===== src/rtl/multiplexer_4x32.sv =====
// Registered 4:1 word multiplexer.
// One of four DATA_W-bit sources is chosen by a 2-bit selector and captured
// into an output register whenever in_valid is high. out_valid pulses for
// one cycle per capture. sel_q records which source produced the current word.
// Every output comes straight from a flop, so there is no combinational path
// from any input to any output.
module multiplexer_4x32 #(
    parameter int unsigned          DATA_W    = 32,
    parameter logic [DATA_W-1:0]    RESET_VAL = '0
) (
    input  logic                clk,
    input  logic                rst_n,
    input  logic [DATA_W-1:0]   data0,
    input  logic [DATA_W-1:0]   data1,
    input  logic [DATA_W-1:0]   data2,
    input  logic [DATA_W-1:0]   data3,
    input  logic [1:0]          selector,
    input  logic                in_valid,
    output logic [DATA_W-1:0]   output_data,
    output logic                out_valid,
    output logic [1:0]          sel_q
);

    // The four sources, gathered so that the selector can index them.
    logic [DATA_W-1:0] sources [4];
    logic [DATA_W-1:0] selected_word;

    assign sources[0] = data0;
    assign sources[1] = data1;
    assign sources[2] = data2;
    assign sources[3] = data3;

    // Pure pass-through selection. Only the addressed source reaches
    // selected_word, so an unknown value on any other input cannot leak
    // through to the output.
    always_comb begin
        selected_word = sources[0];
        case (selector)
            2'b00:   selected_word = sources[0];
            2'b01:   selected_word = sources[1];
            2'b10:   selected_word = sources[2];
            2'b11:   selected_word = sources[3];
            default: selected_word = sources[0];
        endcase
    end

    // Capture register. Reset is asserted asynchronously and released on
    // the clock. A capture arriving while reset is low is discarded.
    // When in_valid is low, the data and selector registers keep their
    // contents and out_valid drops.
    always_ff @(posedge clk or negedge rst_n) begin
        if (!rst_n) begin
            output_data <= RESET_VAL;
            out_valid   <= 1'b0;
            sel_q       <= 2'b00;
        end else if (in_valid) begin
            output_data <= selected_word;
            out_valid   <= 1'b1;
            sel_q       <= selector;
        end else begin
            out_valid   <= 1'b0;
        end
    end

endmodule


===== config.mk =====
export PLATFORM = sky130hd
export DESIGN_NAME = multiplexer_4x32
export DESIGN_NICKNAME = d
export VERILOG_FILES = /design/src/rtl/multiplexer_4x32.sv
export SDC_FILE = /design/constraint.sdc
export NUM_CORES = 1
export LEC_CHECK = 0
export BUFFER_PORTS_ARGS = -buffer_cell sky130_fd_sc_hd__buf_2
export CAP_MARGIN = 20
export CORE_UTILIZATION = 43
export CTS_CLUSTER_DIAMETER = 40
export CTS_CLUSTER_SIZE = 20
export DETAILED_ROUTE_END_ITERATION = 8
export GPL_ROUTABILITY_DRIVEN = 1
export GPL_TIMING_DRIVEN = 0
export PLACE_DENSITY = 0.95
export SYNTH_ARGS = -nofsm -noshare
export SYNTH_HDL_FRONTEND = slang
export SYNTH_SLANG_ARGS = --single-unit

===== constraint.sdc =====
create_clock -name clk -period 1.05 [get_ports clk]
set_input_delay 0.0525 -clock clk [delete_from_list [all_inputs] [get_ports clk]]
set_output_delay 0.0525 -clock clk [all_outputs]
set_load 0.02 [all_outputs]

==> results.txt, run 1 <==
run status - completed
initial core utilization - 0.454
core area - 0.00482 sq mm
CP Capture Type - output pin
crit path DAT - 0.84 ns
CP startpoint kind - flip-flop
TritonCTS clock tree - yes
LEAKAGE - 1.76 nW
root buffer cell - clkbuf_8
Clock Path Buffers - 2
routed vias - 2157
Post-Syn Nets - 317
clock-pin slew on the worst setup and hold paths - 0.07 ns
Post-Synthesis Cells - 184
syn avg cell area - 11.9 sq um
Total GRT Usage - 0.231
worst slew pin tran - 0.480 ns
dpl hpwl - 4880 um
Synth-to-Final Area Change - 47.5%
Nets - 492
total setup buffers inserted after CTS - 0
die area - 0.00537 sq mm
Final Cycle Share - 0.847
Final Power - 0.00385 W
Slowest-stage cell, CP - dfrtp_1
worst stage delay on the critical path - 0.39 ns
post-route ant nets - 0
site row count - 25
remaining global-route overflow - 0
grt met2 use - 0.437
met3 Usage GRT - 0.0604
final hold vios - 0
Synth Warn # - 0
Ant. Diodes - 0
die width - 73.3 um
crit path kind - flip-flop to output pin
Seq/Total Area, Yosys - 0.401
post-synthesis cell type count - 12
Die H - 73.3 um
Routed WL - 6300 um
Skew-Pair Late Insertion Delay - 0.28 ns
gpl congestion - 0.770
Final Critical Period - 0.889 ns
worst relative slew slack - 0.680
#FFs+latches synth - 35
vias in the first global route - 2082
clk_skew - 0 ns
Clock Sinks - 35
first-pass GRT wire length - 9390 um
GRT Max-Usage Layer - met2
Setup-failing EPs final - 0
Fmax - 1130 MHz
drt initial violations - 74
Crit path required time - 1.00 ns
RSZ-0062 raised after global routing - no
PwrDens - 1200 mW/mm^2
CTS Buf Count - 5
DRC Markers - 0
worst-path fanout max - 2
drt first pass iters - 4
vias per inst - 5.05
final max-slew violation count - 0
family with the most delay on the worst path - flip-flops
Top Ports - 168
CP bufs+invs - 1
wire per inst - 14.7 um
port bufs - 166
CP Cell Sequence - buf_2
share of layout cells above drive strength 1 - 0.522
Synth Cell Area - 0.00219 sq mm
largest net degree at the start of global routing - 36
initial antenna violation count - 0
htree depth - 2
Fillers - 404
max_cap viols - 0
worst min path class - input port to flip-flop
VDD IR max - 0.718 mV
Global Route met1 Usage - 0.262
Setup TNS - 0 ns
[placed cells by master, fill, tap and decap left out, types with 2 or more instances in the layout]
cell type / n
buf_2: 173
mux2i_1: 64
dfrtp_1: 35
nand2b_1: 33
o221ai_1: 32
clkbuf_8: 7
buf_12: 5
clkbuf_1: 3
dlygate4sd3_1: 2
[layer usage]
metal | wire length [um] | up-vias
met5 | 0 | -
met4 | 25 | 0
met3 | 391 | 2
met2 | 3360 | 104
met1 | 2520 | 1003
li1 | - | 1048
[logic make-up (layout without fill, tap and decap cells)]
logic type,count (synthesis),count (layout),share of synthesized area
multiplexers,65,65,0.298
flip-flops,35,35,0.401
AND/OR/NAND/NOR,34,34,0.0962
AO/OA/AOI/OAI,33,33,0.131
buffers and inverters,17,193,0.0744
[power breakdown]
group          internal (W)  switching, W
sequential          0.00151     0.0000846
clock              0.000599      0.000456
combinational      0.000571      0.000629
[metrics by stage]
step	setup WS, ns	hold WS, ns	instance area [sq um]	instances	util
after floorplan	0.224	-0.243	2190	184	-
final	0.161	0.0904	3220	427	0.669
after global placement	0.0759	0.166	3100	417	0.644
after CTS	0.113	0.0887	3220	427	0.669
after global routing	0.123	0.0961	3220	427	0.669
after detailed placement	0.00249	0.177	3100	417	0.644
[sequential cells by signal, summed over array words and instances (netlist names)]
name / count
output_data: 32
out_valid: 1
sel_q: 2
[cells in the mapped netlist (all sizes together)]
cell,n,share of area
inv,1,0.0017
mux2i,64,0.29
mux2,1,0.0052
nand2b,33,0.094
buf,14,0.069
clkbuf,2,0.0034
o21ai,1,0.0023
nand2,1,0.0017
dfrtp,35,0.40
o221ai,32,0.13
[layout make-up]
class	instances	area, sq um	share of cell area
multi-input cells	132	1150	0.356
flip-flops and latches	35	876	0.272
repair buffers	168	853	0.265
plain buffers	16	159	0.0493
clock buffers	8	100	0.0311
well taps	67	83.8	0.0260
inverters	1	3.75	0.00116
[what timing repair did]
| action | in CTS | in global routing |
|---|---|---|
| resized for setup | 0 | 1 |
| endpoints found under the setup margin | 0 | 35 |
| hold endpoints to repair | 36 | 0 |
| hold buffers | 2 | 0 |
[path summary, 6_finish.rpt]
kind / start / endpoint / slack [ns] / depth (start not counted)
min in group asynchronous: rst_n / output_data[28]$_DFFE_PN0P_ / 0.29 / 2
max in group asynchronous: rst_n / output_data[24]$_DFFE_PN0P_ / 0.41 / 2
worst min-delay path: data0[2] / output_data[2]$_DFFE_PN0P_ / 0.09 / 3
worst max-delay path: output_data[31]$_DFFE_PN0P_ / output_data[31] / 0.16 / 1
worst max register to register: sel_q[0]$_DFFE_PN0P_ / sel_q[0]$_DFFE_PN0P_ / 0.31 / 1
worst min register to register: output_data[26]$_DFFE_PN0P_ / output_data[26]$_DFFE_PN0P_ / 0.50 / 2
No activity file was read; power rests on OpenSTA's default activity.
==> inputs of run 2 (changes only) <==
--- a/config.mk
+++ b/config.mk
@@ -7,13 +7,13 @@
 export LEC_CHECK = 0
 export BUFFER_PORTS_ARGS = -buffer_cell sky130_fd_sc_hd__buf_2
 export CAP_MARGIN = 20
-export CORE_UTILIZATION = 43
+export CORE_UTILIZATION = 36
 export CTS_CLUSTER_DIAMETER = 40
 export CTS_CLUSTER_SIZE = 20
 export DETAILED_ROUTE_END_ITERATION = 8
 export GPL_ROUTABILITY_DRIVEN = 1
 export GPL_TIMING_DRIVEN = 0
-export PLACE_DENSITY = 0.95
+export PLACE_DENSITY = 0.88
 export SYNTH_ARGS = -nofsm -noshare
 export SYNTH_HDL_FRONTEND = slang
 export SYNTH_SLANG_ARGS = --single-unit
==> constraint.sdc (replaced) <==
create_clock -name clk -period 0.8 [get_ports clk]
set_input_delay 0.04 -clock clk [delete_from_list [all_inputs] [get_ports clk]]
set_output_delay 0.04 -clock clk [all_outputs]
set_load 0.02 [all_outputs]
==> run 2 against run 1 <==
  * Routed wire length is 9.0% higher
  * Sequential power is 35% higher
  * The run now ends with hold timing, setup timing left
  * Register-to-register slack worse by 0.35 ns
  * Critical path depth stayed put
  * Non-clock buffer count up 12
  * Worst hold slack worse by 0.25 ns
  * First-iteration DRC count decreased by 8.1%
  * Global-route usage fell by 2.6 points
  * Critical endpoint is now output_data[27]
  * Power rose by 41%
==> results.txt, run 2 (synthesis gave the netlist of run 1 again) <==
post-route ant nets - 0
Total GRT Usage - 0.204
post-route cell area - 0.00366 sq mm
family with the most delay on the worst path - flip-flops
CP startpoint kind - flip-flop
sw frac - 0.310
Final Cycle Share - 1.08
port bufs - 166
dpl hpwl - 4690 um
drt first pass iters - 4
R2R Path Start - output_data[31]$_DFFE_PN0P_
Ant. Diodes - 0
largest net degree at the start of global routing - 36
Final Power - 0.00542 W
site row count - 28
Top Ports - 168
most common cell after layout, fill and taps aside - buf_2
cells on worst reg2reg path - 3
first-pass GRT wire length - 10000 um
leading cell types in the layout, fill and taps excluded - buf_2, mux2i_1, buf_6
Die H - 79.9 um
htree depth - 2
clk_skew - 0 ns
TritonCTS clock tree - yes
Clock Sinks - 35
initial antenna violation count - 0
vias in the first global route - 2236
worst slew pin tran - 0.784 ns
Clock Path Buffers - 2
Routed WL - 6860 um
VDD IR max - 0.829 mV
leading registers by flop count - output_data: 32 flops, sel_q: 2 flops, out_valid: 1 flops
Skew-Pair Late Insertion Delay - 0.28 ns
Worst R2R End - output_data[31]$_DFFE_PN0P_
CTS Hold Bufs - 1
area post-placement - 0.00311 sq mm
sw power - 0.00168 W
initial core utilization - 0.371
drt initial violations - 68
CTS Buf Count - 5
Reg2Reg Setup Slack - -0.04 ns
DRC Markers - 0
crit path DAT - 0.83 ns
wire per inst - 15.4 um
share of layout cells above drive strength 1 - 0.586
max FFs per register - 32
Seq pwr share - 0.399
LEAKAGE - 1.93 nW
worst stage delay on the critical path - 0.41 ns
CP Cell Sequence - buf_6
gpl congestion - 0.738
worst relative slew slack - 0.478
die width - 79.9 um
worst-path fanout max - 2
Slowest-stage cell, CP - dfrtp_1
Cells after DPL - 425
max_cap viols - 0
Worst Hold Slack - -0.161 ns
RSZ-0062 raised after global routing - yes
final hold vios - 35
clock-pin slew on the worst setup and hold paths - 0.06 ns
Setup-failing EPs final - 38
Comb power frac - 0.388
run status - complete, but fails checks
crit path kind - flip-flop to output pin
Fillers - 489
PwrDens - 1480 mW/mm^2
Clock power frac - 0.213
remaining global-route overflow - 0
Synth-to-Final Area Change - 67.4%
root buffer cell - clkbuf_8
Nets - 504
final max-slew violation count - 0
setup slack after layout - -0.0674 ns
routed vias - 2232
die area - 0.00639 sq mm
worst min path class - input port to async pin
core area - 0.00589 sq mm
Fmax - 1150 MHz
vias per inst - 5.02
largest register by flop count - output_data
failing checks - hold timing, setup timing
CP Capture Type - output pin
Int Pwr - 0.00374 W
Final Critical Period - 0.867 ns
fin cells - 445
Crit path required time - 0.76 ns
CP bufs+invs - 1
## run 2: cell types whose count changed in the layout (fill, tap and decap cells not counted)
cell | previous run | this run
buf_6 | 1 | 43
buf_2 | 173 | 137
o221ai_1 | 32 | 23
o221ai_2 | 0 | 9
nand2b_1 | 33 | 25
nand2b_4 | 0 | 8
buf_4 | 0 | 6
clkbuf_8 | 7 | 5
clkbuf_4 | 1 | 2
dfrtp_1 | 35 | 34
dfrtp_2 | 0 | 1
dlygate4sd3_1 | 2 | 1
## run 2: cell type report
| cell class | instances | area [sq um] | share of cell area |
|---|---|---|---|
| Clock buffer | 6 | 72.6 | 0.0198 |
| Buffer | 16 | 164 | 0.0448 |
| Multi-Input combinational cell | 132 | 1260 | 0.345 |
| Tap cell | 75 | 93.8 | 0.0256 |
| Inverter | 1 | 3.75 | 0.00103 |
| Sequential cell | 35 | 877 | 0.240 |
| Timing Repair Buffer | 180 | 1180 | 0.324 |
## run 2: worst reg2reg max path, stage by stage (launching register included)
cell,delay (ns)
dfrtp_1,0.40
buf_4,0.14
nand2b_1,0.07
o221ai_1,0.10
## run 2: metrics by stage
step | hold WS (ns) | setup WS (ns) | TNS [ns] | util
final | -0.161 | -0.0674 | -1.90 | 0.622
after global routing | -0.107 | -0.0912 | -2.84 | 0.622
after CTS | -0.141 | -0.0746 | -2.08 | 0.598
after detailed placement | 0.165 | -0.180 | -5.10 | 0.529
after global placement | 0.161 | -0.170 | -4.81 | 0.529
after floorplan | -0.256 | -0.0132 | -0.0132 | -
## run 2: worst max-delay path by stage
stage / startpoint / endpoint / slack [ns] / cells after the start
global route: output_data[8]$_DFFE_PN0P_ / output_data[8] / -0.09 / 1
CTS: output_data[27]$_DFFE_PN0P_ / output_data[27] / -0.07 / 1
finish: output_data[27]$_DFFE_PN0P_ / output_data[27] / -0.07 / 1
global placement: in_valid / output_data[18]$_DFFE_PN0P_ / -0.17 / 4
floorplan: sel_q[0]$_DFFE_PN0P_ / sel_q[0]$_DFFE_PN0P_ / -0.01 / 1
detailed placement: in_valid / output_data[13]$_DFFE_PN0P_ / -0.18 / 4
## run 2: metal layers
layer  vias up  track usage  part of all wire
met5         -            0                 0
met4         0       0.0500            0.0080
met3         6       0.0354             0.051
met2        92        0.396              0.56
met1      1057        0.227              0.38
li1       1077            -                 -
## run 2: power groups by stage
stage | Combinational, W | Sequential (W) | Clock [W]
6_report | 0.00210 | 0.00216 | 0.00116
5_1_grt | 0.00225 | 0.00218 | 0.00125
4_1_cts | 0.00196 | 0.00215 | 0.00118
3_5_place_dp | 0.00158 | 0.00213 | 0
3_3_place_gp | 0.00154 | 0.00212 | 0
2_1_floorplan | 0.000600 | 0.00240 | 0
## run 2: what timing repair did
item                                    CTS  global route
pin swaps                                 0             0
endpoints found under the setup margin   35            48
hold endpoints to repair                 36            35
buffers inserted                         12             1
gates resized for setup                  73            23
==> inputs of run 3 (changes only) <==
--- a/config.mk
+++ b/config.mk
@@ -7,13 +7,14 @@
 export LEC_CHECK = 0
 export BUFFER_PORTS_ARGS = -buffer_cell sky130_fd_sc_hd__buf_2
 export CAP_MARGIN = 20
-export CORE_UTILIZATION = 36
+export CORE_UTILIZATION = 37
+export CTS_BUF_LIST = sky130_fd_sc_hd__clkbuf_8
 export CTS_CLUSTER_DIAMETER = 40
 export CTS_CLUSTER_SIZE = 20
 export DETAILED_ROUTE_END_ITERATION = 8
 export GPL_ROUTABILITY_DRIVEN = 1
 export GPL_TIMING_DRIVEN = 0
-export PLACE_DENSITY = 0.88
+export PLACE_DENSITY = 0.89
 export SYNTH_ARGS = -nofsm -noshare
 export SYNTH_HDL_FRONTEND = slang
 export SYNTH_SLANG_ARGS = --single-unit
==> run 3 against run 2 <==
  * Critical path depth unchanged
  * The flow still finishes with violations (hold timing, setup timing)
  * Clock power hardly changed
  * Register-to-register slack better by 0.03 ns
  * Maximum frequency decreased by 1.0%
==> results.txt, run 3 (synthesis gave the netlist of run 1 again) <==
die width - 78.9 um
Clock Sinks - 35
worst slew pin tran - 0.807 ns
Skew-Pair Late Insertion Delay - 0.28 ns
dpl hpwl - 4850 um
worst-path fanout max - 2
RSZ-0062 raised after global routing - yes
crit path kind - flip-flop to output pin
gpl congestion - 0.710
Final Cycle Share - 1.10
initial antenna violation count - 0
share of layout cells above drive strength 1 - 0.580
site row count - 27
Worst Hold Slack - -0.150 ns
CTS Hold Bufs - 1
Top Ports - 168
routed vias - 2250
core area - 0.00561 sq mm
max FFs per register - 32
vias in the first global route - 2298
Cells after DPL - 422
crit path DAT - 0.84 ns
die area - 0.00622 sq mm
Final Critical Period - 0.876 ns
CP bufs+invs - 1
Seq. cell area - 877 sq um
drt initial violations - 64
DRC Markers - 0
Synth-to-Final Area Change - 66.6%
Slowest-stage cell, CP - dfrtp_1
clk_skew - 0 ns
most common cell after layout, fill and taps aside - buf_2
R2R Path Start - output_data[9]$_DFFE_PN0P_
area post-placement - 0.00311 sq mm
CP Cell Sequence - buf_6
vias per inst - 5.08
root buffer cell - clkbuf_8
drt first pass iters - 4
Reg2Reg Setup Slack - -0.01 ns
LEAKAGE - 1.93 nW
Routed WL - 6730 um
leading registers by flop count - output_data: 32 flops, sel_q: 2 flops, out_valid: 1 flops
Fillers - 462
worst stage delay on the critical path - 0.41 ns
Worst R2R End - output_data[9]$_DFFE_PN0P_
largest register by flop count - output_data
Total GRT Usage - 0.215
post-route cell area - 0.00364 sq mm
area of the multi-input gates - 0.00125 sq mm
final hold vios - 35
VDD IR max - 0.821 mV
worst relative slew slack - 0.462
max_cap viols - 0
remaining global-route overflow - 0
Die H - 78.9 um
Setup-failing EPs final - 38
CP Capture Type - output pin
PwrDens - 1490 mW/mm^2
CTS Buf Count - 5
Nets - 503
run status - complete, but fails checks
fin cells - 443
worst min path class - input port to async pin
wire per inst - 15.2 um
leading cell types in the layout, fill and taps excluded - buf_2, mux2i_1, buf_6
first-pass GRT wire length - 10300 um
clock-pin slew on the worst setup and hold paths - 0.07 ns
Fmax - 1140 MHz
TritonCTS clock tree - yes
Clock Path Buffers - 2
Ant. Diodes - 0
port bufs - 166
family with the most delay on the worst path - flip-flops
failing checks - hold timing, setup timing
final max-slew violation count - 0
largest net degree at the start of global routing - 36
cells on worst reg2reg path - 3
setup slack after layout - -0.0764 ns
htree depth - 2
initial core utilization - 0.390
Crit path required time - 0.76 ns
CP startpoint kind - flip-flop
post-route ant nets - 0
-- run 3: metal layers --
layer / global-route usage / share of wire / routed length, um
met5: 0 / 0 / 0
met4: 0.0382 / 0.012 / 80
met3: 0.0437 / 0.057 / 385
met2: 0.423 / 0.55 / 3730
met1: 0.237 / 0.38 / 2540
-- run 3: worst max-delay path by stage --
stage | endpoint | depth (start not counted) | from | slack (ns)
after detailed placement | output_data[0]$_DFFE_PN0P_ | 4 | in_valid | -0.18
final | output_data[29] | 1 | output_data[29]$_DFFE_PN0P_ | -0.08
after CTS | output_data[15] | 1 | output_data[15]$_DFFE_PN0P_ | -0.07
after global routing | output_data[26] | 1 | output_data[26]$_DFFE_PN0P_ | -0.10
after floorplan | sel_q[0]$_DFFE_PN0P_ | 1 | sel_q[0]$_DFFE_PN0P_ | -0.01
after global placement | output_data[18]$_DFFE_PN0P_ | 4 | in_valid | -0.18
-- run 3: timing repair --
item                       4_1_cts  5_1_grt
pin swaps                        0        0
hold endpoints to repair        36       35
setup endpoints to repair       35       45
resized for setup               71       22
buffers inserted                11        1
-- run 3: layout make-up --
cell class | instances | share of cell area
Multi-Input combinational cell | 132 | 0.343
Timing Repair Buffer | 179 | 0.324
Sequential cell | 35 | 0.241
Buffer | 16 | 0.0436
Tap cell | 72 | 0.0247
Clock buffer | 5 | 0.0189
Clock inverter | 3 | 0.00344
Inverter | 1 | 0.00103
-- run 3: stage by stage --
stage	setup TNS, ns	power, W	utilization	setup slack (ns)
detailed placement	-5.06	0.00371	0.554	-0.176
floorplan	-0.0132	0.00300	-	-0.0132
global placement	-5.41	0.00366	0.554	-0.180
global route	-3.03	0.00572	0.649	-0.102
CTS	-2.23	0.00534	0.625	-0.0718
finish	-1.86	0.00542	0.649	-0.0764
-- run 3: where the power goes --
group / switching, W / internal [W] / total [W]
Clock: 0.000608 / 0.000585 / 0.00119
Sequential: 0.000170 / 0.00199 / 0.00216
Combinational: 0.000909 / 0.00116 / 0.00207
